==> config.mk <==
export PLATFORM = sky130hd
export DESIGN_NAME = multicycle_cpu_ctrl_flat
export DESIGN_NICKNAME = d
export VERILOG_FILES = /design/src/rtl/multicycle_cpu_ctrl_pkg.sv /design/src/rtl/multicycle_cpu_ctrl_if.sv /design/src/rtl/multicycle_cpu_ctrl_perf_counter.sv /design/src/rtl/multicycle_cpu_ctrl.sv /design/src/flat_wrapper.sv
export SDC_FILE = /design/constraint.sdc
export NUM_CORES = 1
export LEC_CHECK = 0
export ABC_AREA = 1
export CAP_MARGIN = 20
export CORE_MARGIN = 8
export CORE_UTILIZATION = 51
export CTS_CLUSTER_SIZE = 16
export DETAILED_ROUTE_END_ITERATION = 7
export PLACE_DENSITY = 0.81
export SETUP_SLACK_MARGIN = 0.15
export SYNTH_ARGS = -nofsm -noshare
export SYNTH_HDL_FRONTEND = slang
export SYNTH_SLANG_ARGS = --single-unit
==> constraint.sdc <==
create_clock -name clk -period 2.1 [get_ports clk]
set_input_delay 0.21 -clock clk [delete_from_list [all_inputs] [get_ports clk]]
set_output_delay 0.21 -clock clk [all_outputs]
set_load 0.005 [all_outputs]
==> src/rtl/multicycle_cpu_ctrl_pkg.sv <==
// Shared encodings for the multi-cycle MIPS-subset control FSM.
package multicycle_cpu_ctrl_pkg;

   // Primary opcodes (IR[31:26])
   localparam logic [5:0] OP_RTYPE = 6'h00;
   localparam logic [5:0] OP_J     = 6'h02;
   localparam logic [5:0] OP_JAL   = 6'h03;
   localparam logic [5:0] OP_BNE   = 6'h05;
   localparam logic [5:0] OP_ADDI  = 6'h08;
   localparam logic [5:0] OP_XORI  = 6'h0E;
   localparam logic [5:0] OP_LW    = 6'h23;
   localparam logic [5:0] OP_SW    = 6'h2B;

   // R-type function codes (IR[5:0])
   localparam logic [5:0] FN_JR  = 6'h08;
   localparam logic [5:0] FN_ADD = 6'h20;
   localparam logic [5:0] FN_SUB = 6'h22;
   localparam logic [5:0] FN_SLT = 6'h2A;

   typedef enum logic [3:0] {
      S_IDLE   = 4'd0,
      S_FETCH  = 4'd1,
      S_DECODE = 4'd2,
      S_EXEC   = 4'd3,
      S_MEM_RD = 4'd4,
      S_MEM_WR = 4'd5,
      S_WB_ALU = 4'd6,
      S_WB_MEM = 4'd7,
      S_BRANCH = 4'd8,
      S_JUMP   = 4'd9,
      S_TRAP   = 4'd10
   } state_e;

   typedef enum logic [2:0] {
      ALU_ADD = 3'd0,
      ALU_SUB = 3'd1,
      ALU_XOR = 3'd2,
      ALU_SLT = 3'd3
   } alu_op_e;

   localparam logic [1:0] PC_SRC_SEQ = 2'd0;
   localparam logic [1:0] PC_SRC_BR  = 2'd1;
   localparam logic [1:0] PC_SRC_JMP = 2'd2;
   localparam logic [1:0] PC_SRC_RS  = 2'd3;

   localparam logic [1:0] REG_DST_RT = 2'd0;
   localparam logic [1:0] REG_DST_RD = 2'd1;
   localparam logic [1:0] REG_DST_RA = 2'd2;

   localparam logic [1:0] M2R_ALU = 2'd0;
   localparam logic [1:0] M2R_MEM = 2'd1;
   localparam logic [1:0] M2R_PC  = 2'd2;

   localparam logic [1:0] SRCB_RT   = 2'd0;
   localparam logic [1:0] SRCB_FOUR = 2'd1;
   localparam logic [1:0] SRCB_SEXT = 2'd2;
   localparam logic [1:0] SRCB_ZEXT = 2'd3;

   localparam logic [1:0] FAULT_NONE    = 2'd0;
   localparam logic [1:0] FAULT_ILLEGAL = 2'd1;
   localparam logic [1:0] FAULT_TIMEOUT = 2'd2;

   // ALU operation for a legal R-type arithmetic funct
   function automatic alu_op_e funct_alu_op(input logic [5:0] fn);
      case (fn)
         FN_SUB:  funct_alu_op = ALU_SUB;
         FN_SLT:  funct_alu_op = ALU_SLT;
         default: funct_alu_op = ALU_ADD;
      endcase
   endfunction

endpackage

==> src/rtl/multicycle_cpu_ctrl_if.sv <==
// Memory request/ready handshake between the control FSM and the memory port.
interface multicycle_cpu_ctrl_if;
   logic mem_req;
   logic mem_we;
   logic iord;
   logic mem_ready;

   modport master (output mem_req, output mem_we, output iord, input mem_ready);
   modport slave  (input mem_req, input mem_we, input iord, output mem_ready);
endinterface

==> src/rtl/multicycle_cpu_ctrl_perf_counter.sv <==
// Free-running enable-gated counter, wraps modulo 2^W.
module multicycle_cpu_ctrl_perf_counter #(
   parameter int unsigned W = 32
) (
   input  logic         clk,
   input  logic         reset_n,
   input  logic         en,
   output logic [W-1:0] count
);

   logic [W-1:0] count_q;
   logic [W-1:0] count_d;

   // Next count
   always_comb begin
      count_d = count_q;
      if (en) count_d = count_q + W'(1);
   end

   // Count register with synchronous clear
   always_ff @(posedge clk) begin
      if (!reset_n) count_q <= '0;
      else          count_q <= count_d;
   end

   assign count = count_q;

endmodule

==> src/rtl/multicycle_cpu_ctrl.sv <==
// Multi-cycle control FSM: sequences FETCH/DECODE/EXEC/MEM/WB, stalls on the
// memory handshake, traps on illegal instructions and memory timeouts.
module multicycle_cpu_ctrl
   import multicycle_cpu_ctrl_pkg::*;
#(
   parameter int unsigned CNT_W       = 32,
   parameter int unsigned MEM_TIMEOUT = 16
) (
   input  logic                  clk,
   input  logic                  reset_n,
   input  logic [5:0]            opcode,
   input  logic [5:0]            funct,
   input  logic                  zero,
   multicycle_cpu_ctrl_if.master mem,
   output logic                  ir_we,
   output logic                  pc_we,
   output logic [1:0]            pc_src,
   output logic                  reg_we,
   output logic [1:0]            reg_dst,
   output logic [1:0]            mem_to_reg,
   output logic                  alu_src_a,
   output logic [1:0]            alu_src_b,
   output logic [2:0]            alu_op,
   output logic [3:0]            state,
   output logic                  fault,
   output logic [1:0]            fault_code,
   output logic [CNT_W-1:0]      instr_count,
   output logic [CNT_W-1:0]      cycle_count
);

   localparam int unsigned WAIT_W = (MEM_TIMEOUT < 2) ? 1 : $clog2(MEM_TIMEOUT + 1);

   state_e            state_q, state_d;
   logic              fault_q, fault_d;
   logic [1:0]        fault_code_q, fault_code_d;
   logic [WAIT_W-1:0] wait_q, wait_d;
   logic [WAIT_W:0]   wait_inc;

   logic              mem_req_c, mem_we_c, iord_c, ir_we_c, pc_we_c, reg_we_c, alu_src_a_c;
   logic [1:0]        pc_src_c, reg_dst_c, mem_to_reg_c, alu_src_b_c;
   alu_op_e           alu_op_c;
   logic              retire_c;
   logic              busy_c;

   assign wait_inc = {1'b0, wait_q} + (WAIT_W + 1)'(1);

   // Next-state, datapath controls, timeout and fault capture
   always_comb begin
      state_d      = state_q;
      fault_d      = fault_q;
      fault_code_d = fault_code_q;
      wait_d       = wait_q;
      mem_req_c    = 1'b0;
      mem_we_c     = 1'b0;
      iord_c       = 1'b0;
      ir_we_c      = 1'b0;
      pc_we_c      = 1'b0;
      pc_src_c     = PC_SRC_SEQ;
      reg_we_c     = 1'b0;
      reg_dst_c    = REG_DST_RT;
      mem_to_reg_c = M2R_ALU;
      alu_src_a_c  = 1'b0;
      alu_src_b_c  = SRCB_RT;
      alu_op_c     = ALU_ADD;
      retire_c     = 1'b0;

      case (state_q)
         S_IDLE: state_d = S_FETCH;

         S_FETCH: begin
            mem_req_c   = 1'b1;
            alu_src_b_c = SRCB_FOUR;
            if (mem.mem_ready) begin
               ir_we_c = 1'b1;
               pc_we_c = 1'b1;
               state_d = S_DECODE;
            end
         end

         S_DECODE: begin
            alu_src_b_c = SRCB_SEXT;
            case (opcode)
               OP_RTYPE: begin
                  if (funct == FN_JR)
                     state_d = S_JUMP;
                  else if (funct == FN_ADD || funct == FN_SUB || funct == FN_SLT)
                     state_d = S_EXEC;
                  else begin
                     state_d      = S_TRAP;
                     fault_code_d = FAULT_ILLEGAL;
                  end
               end
               OP_LW, OP_SW, OP_ADDI, OP_XORI: state_d = S_EXEC;
               OP_BNE:                         state_d = S_BRANCH;
               OP_J, OP_JAL:                   state_d = S_JUMP;
               default: begin
                  state_d      = S_TRAP;
                  fault_code_d = FAULT_ILLEGAL;
               end
            endcase
         end

         S_EXEC: begin
            alu_src_a_c = 1'b1;
            case (opcode)
               OP_RTYPE: begin
                  alu_src_b_c = SRCB_RT;
                  alu_op_c    = funct_alu_op(funct);
                  state_d     = S_WB_ALU;
               end
               OP_XORI: begin
                  alu_src_b_c = SRCB_ZEXT;
                  alu_op_c    = ALU_XOR;
                  state_d     = S_WB_ALU;
               end
               OP_LW: begin
                  alu_src_b_c = SRCB_SEXT;
                  state_d     = S_MEM_RD;
               end
               OP_SW: begin
                  alu_src_b_c = SRCB_SEXT;
                  state_d     = S_MEM_WR;
               end
               default: begin
                  alu_src_b_c = SRCB_SEXT;
                  state_d     = S_WB_ALU;
               end
            endcase
         end

         S_MEM_RD: begin
            mem_req_c = 1'b1;
            iord_c    = 1'b1;
            if (mem.mem_ready) state_d = S_WB_MEM;
         end

         S_MEM_WR: begin
            mem_req_c = 1'b1;
            mem_we_c  = 1'b1;
            iord_c    = 1'b1;
            if (mem.mem_ready) begin
               retire_c = 1'b1;
               state_d  = S_FETCH;
            end
         end

         S_WB_ALU: begin
            reg_we_c  = 1'b1;
            reg_dst_c = (opcode == OP_RTYPE) ? REG_DST_RD : REG_DST_RT;
            retire_c  = 1'b1;
            state_d   = S_FETCH;
         end

         S_WB_MEM: begin
            reg_we_c     = 1'b1;
            mem_to_reg_c = M2R_MEM;
            retire_c     = 1'b1;
            state_d      = S_FETCH;
         end

         S_BRANCH: begin
            alu_src_a_c = 1'b1;
            alu_op_c    = ALU_SUB;
            pc_we_c     = ~zero;
            pc_src_c    = PC_SRC_BR;
            retire_c    = 1'b1;
            state_d     = S_FETCH;
         end

         S_JUMP: begin
            pc_we_c  = 1'b1;
            pc_src_c = (opcode == OP_RTYPE) ? PC_SRC_RS : PC_SRC_JMP;
            if (opcode == OP_JAL) begin
               reg_we_c     = 1'b1;
               reg_dst_c    = REG_DST_RA;
               mem_to_reg_c = M2R_PC;
            end
            retire_c = 1'b1;
            state_d  = S_FETCH;
         end

         S_TRAP: state_d = S_TRAP;

         default: state_d = S_IDLE;
      endcase

      // Stall accounting; a same-cycle mem_ready never counts as a stall
      if (MEM_TIMEOUT != 0 && mem_req_c && !mem.mem_ready) begin
         wait_d = wait_inc[WAIT_W-1:0];
         if (wait_inc == (WAIT_W + 1)'(MEM_TIMEOUT)) begin
            state_d      = S_TRAP;
            fault_code_d = FAULT_TIMEOUT;
         end
      end

      if (state_d != state_q) wait_d = '0;
      if (state_d == S_TRAP && state_q != S_TRAP) fault_d = 1'b1;
   end

   // State, fault and wait-counter registers with synchronous clear
   always_ff @(posedge clk) begin
      if (!reset_n) begin
         state_q      <= S_IDLE;
         fault_q      <= 1'b0;
         fault_code_q <= FAULT_NONE;
         wait_q       <= '0;
      end else begin
         state_q      <= state_d;
         fault_q      <= fault_d;
         fault_code_q <= fault_code_d;
         wait_q       <= wait_d;
      end
   end

   assign busy_c = (state_q != S_IDLE) && (state_q != S_TRAP);

   multicycle_cpu_ctrl_perf_counter #(.W(CNT_W)) u_instr_cnt (
      .clk     (clk),
      .reset_n (reset_n),
      .en      (retire_c),
      .count   (instr_count)
   );

   multicycle_cpu_ctrl_perf_counter #(.W(CNT_W)) u_cycle_cnt (
      .clk     (clk),
      .reset_n (reset_n),
      .en      (busy_c),
      .count   (cycle_count)
   );

   assign mem.mem_req = mem_req_c;
   assign mem.mem_we  = mem_we_c;
   assign mem.iord    = iord_c;
   assign ir_we       = ir_we_c;
   assign pc_we       = pc_we_c;
   assign pc_src      = pc_src_c;
   assign reg_we      = reg_we_c;
   assign reg_dst     = reg_dst_c;
   assign mem_to_reg  = mem_to_reg_c;
   assign alu_src_a   = alu_src_a_c;
   assign alu_src_b   = alu_src_b_c;
   assign alu_op      = alu_op_c;
   assign state       = state_q;
   assign fault       = fault_q;
   assign fault_code  = fault_code_q;

endmodule

==> src/flat_wrapper.sv <==
// flat-port wrapper written by rule: the top's interface ports become plain ports
module multicycle_cpu_ctrl_flat import multicycle_cpu_ctrl_pkg::*;
#(
   parameter int unsigned CNT_W       = 32,
   parameter int unsigned MEM_TIMEOUT = 16
)
  (clk, reset_n, opcode, funct, zero, ir_we, pc_we, pc_src, reg_we, reg_dst, mem_to_reg, alu_src_a, alu_src_b, alu_op, state, fault, fault_code, instr_count, cycle_count, mem_mem_req, mem_mem_we, mem_iord, mem_mem_ready);
  multicycle_cpu_ctrl_if mem_i ();
  input  logic clk;
  input  logic reset_n;
  input  logic [5:0] opcode;
  input  logic [5:0] funct;
  input  logic zero;
  output logic ir_we;
  output logic pc_we;
  output logic [1:0] pc_src;
  output logic reg_we;
  output logic [1:0] reg_dst;
  output logic [1:0] mem_to_reg;
  output logic alu_src_a;
  output logic [1:0] alu_src_b;
  output logic [2:0] alu_op;
  output logic [3:0] state;
  output logic fault;
  output logic [1:0] fault_code;
  output logic [CNT_W-1:0] instr_count;
  output logic [CNT_W-1:0] cycle_count;
  output wire logic [$bits(mem_i.mem_req)-1:0] mem_mem_req;
  output wire logic [$bits(mem_i.mem_we)-1:0] mem_mem_we;
  output wire logic [$bits(mem_i.iord)-1:0] mem_iord;
  input wire logic [$bits(mem_i.mem_ready)-1:0] mem_mem_ready;
  assign mem_mem_req = mem_i.mem_req;
  assign mem_mem_we = mem_i.mem_we;
  assign mem_iord = mem_i.iord;
  assign mem_i.mem_ready = mem_mem_ready;
  multicycle_cpu_ctrl #(.CNT_W(CNT_W), .MEM_TIMEOUT(MEM_TIMEOUT)) u_core (.clk(clk), .reset_n(reset_n), .opcode(opcode), .funct(funct), .zero(zero), .mem(mem_i), .ir_we(ir_we), .pc_we(pc_we), .pc_src(pc_src), .reg_we(reg_we), .reg_dst(reg_dst), .mem_to_reg(mem_to_reg), .alu_src_a(alu_src_a), .alu_src_b(alu_src_b), .alu_op(alu_op), .state(state), .fault(fault), .fault_code(fault_code), .instr_count(instr_count), .cycle_count(cycle_count));
endmodule
==> reports/metrics.csv <==
metric;value;unit
p_total;0.00399;W
r2r_end;u_core.u_cycle_cnt.count[10];
critPathArrivalTime;1.76;ns
gp_congestion;0.972;
antenna_cells;0;
cts-hold-fix-buffers;0;
start_util;0.528;
hold_ws;0.452;ns
vias;5471;
synth-edff-count;0;
layout_min_cycle_time;1.97;ns
hold_viol;0;
cts_root_buffer;clkbuf_8;
wl;14300;um
yosys_warnings;0;
pin_count;105;
nets;874;
reg2regPathDepth;12;
dp_hpwl;10700;um
fp.dieArea;0.0124;mm^2
p_leak;2.46;nW
preCtsSetupSlack;-0.0522;ns
viasPerCell;5.65;
synth.distinct_cells;39;
drive_gt1_frac;0.107;
final_antenna_net_count;0;
synth_common_cells;nand2_1 (188), nor2_1 (104), inv_1 (77);
grt_overflow_total;0;
tritoncts;built;
ys_seq_area_frac;0.329;
rrSetupSlack;0.23;ns
htreeDepth;3;
startpoint_type;input port;
port-buffer-count;103;
drt_iter0_markers;291;
clockBufferDepth;2;
holdPathStages;2;
hold_start;u_core.fault;
synth.top_cells.by_area;dfxtp_1 (33%), nand2_1 (15%), nor2_1 (8.4%), inv_1 (6.2%), a21oi_1 (5.7%);
critPathMaxFanout;4;
synth_top_area_frac;0.329;
cts_buffers;9;
cts.sink_count;76;
clock_skew;0.0167;ns
grt_pass1_vias;5000;
syn-num-nets;749;
syn_area;0.00463;mm^2
routedWlPerCell;14.7;um
clk_latency;0.36;ns
crit_type;input port to output port;
syn_area_per_cell;6.34;um^2
ir_drop;438;uV
drv_slew;0;
synth.most_common_cell;nand2_1;
outcome;finished, final reports clean;
ys_async_sr_fraction;0;
setup_viol;0;
setup_slack;0.131;ns
cap_viol_max_count;0;
fp.dieH;111;um
firstDrtPassIters;5;
rsz0062_at_grt;true;
rr_startpoint;u_core.state[3];
synth_cells;730;
fp.dieW;111;um
cp_data_required_time;1.89;ns
antenna_found_initial;0;
drc;0;
coreArea;0.00876;mm^2
track_usage;0.218;
whs_endpoint;u_core.fault;
nFillCells;744;
clock.fmax;0.508;GHz
synthFlopType;dfxtp_1;
clkTransAtPathRegs;0.09;ns
cp-end-kind;output port;
grt_max_degree;41;
synth_top_area_cell;dfxtp_1;
synth-seq-cells;76;
power_density;638;mW/mm^2
area_growth;35.1;%
num_rows;34;
min_path_type;flip-flop to flip-flop;
fin_crit_sh;0.938;
grt_pass1_wl;23100;um
kinds of logic after synthesis:
group,after synthesis,synth area share
AOI/OAI and AO/OA,95,0.108
xor gates and xnor gates,31,0.0587
adders and majority gates,3,0.00811
buffers and inverters,95,0.0806
DFF,76,0.329
muxes,1,0.00216
other,1,0.000810
and+or+nand+nor,428,0.413
state kept, by name (all words and copies together) (netlist names):
signal                    count
u_core.fault                  1
u_core.fault_code             2
u_core.state                  4
u_core.u_cycle_cnt.count     32
u_core.u_instr_cnt.count     32
u_core.wait_q                 5
how the worst max path moves through the flow:
stage | startpoint | cells past startpoint | slack (ns) | end
2_1_floorplan | u_core.state[3] | 9 | 0.47 | u_core.u_instr_cnt.count[17]
3_3_place_gp | opcode[1] | 7 | 0.005 | alu_op[1]
3_5_place_dp | opcode[1] | 7 | -0.05 | alu_op[1]
4_1_cts | opcode[5] | 6 | 0.12 | reg_we
5_1_grt | opcode[4] | 6 | 0.06 | reg_dst[1]
6_report | opcode[3] | 6 | 0.13 | mem_to_reg[1]
cells in the final DEF (no fill, tap or decap), types with 9 or more instances in the layout:
| master | synthesis | final |
|---|---|---|
| nand4_1 | 24 | 24 |
| xnor2_1 | 12 | 12 |
| dfxtp_1 | 76 | 71 |
| nor3_1 | 34 | 33 |
| clkdlybuf4s50_1 | 0 | 90 |
| buf_4 | 1 | 26 |
| nand3_1 | 45 | 43 |
| nor2_1 | 104 | 96 |
| a21oi_1 | 53 | 52 |
| clkbuf_8 | 0 | 9 |
| o21ai_0 | 30 | 27 |
| inv_1 | 77 | 72 |
| nand2_1 | 188 | 185 |
| xor2_1 | 19 | 19 |
critical path, stage by stage:
cell,delay [ns]
clkdlybuf4s50_1,0.47
nor2_2,0.15
buf_4,0.13
nand3_1,0.14
nor2_1,0.14
clkdlybuf4s50_1,0.52
area by class of cell:
type	count	area, um^2	area share
clock buffers	10	128	0.0204
clock inverters	6	63.8	0.0102
inverters	80	303	0.0484
multi-input cells	559	2860	0.457
flip-flops and latches	76	1540	0.246
well taps	108	135	0.0216
repair buffers	129	1230	0.196
metal layers:
metal  vias up  global-route usage  routed length, um
li1       2640                   -                  -
met1      2544               0.244               5640
met2       240               0.380               7080
met3        47              0.0465               1040
met4         0               0.109                499
met5         -                   0                  0
power by group:
part,internal [W],switching [W]
Sequential,0.00151,0.0000977
Clock,0.000549,0.000562
Combinational,0.000495,0.000770
per-stage QoR:
step / util / cells / area (um^2) / setup TNS (ns)
after detailed placement: 0.669 / 945 / 5860 / -0.0681
after floorplan: - / 730 / 4630 / 0
after global placement: 0.669 / 945 / 5860 / 0
after global routing: 0.713 / 968 / 6250 / 0
final: 0.713 / 968 / 6250 / 0
after CTS: 0.695 / 963 / 6090 / 0
repair_timing:
action / CTS / global route
endpoints found under the setup margin: 20 / 38
resized for setup: 24 / 36
pin swaps: 1 / 4
setup buffers: 2 / 5
(Power assumes the default switching activity.)
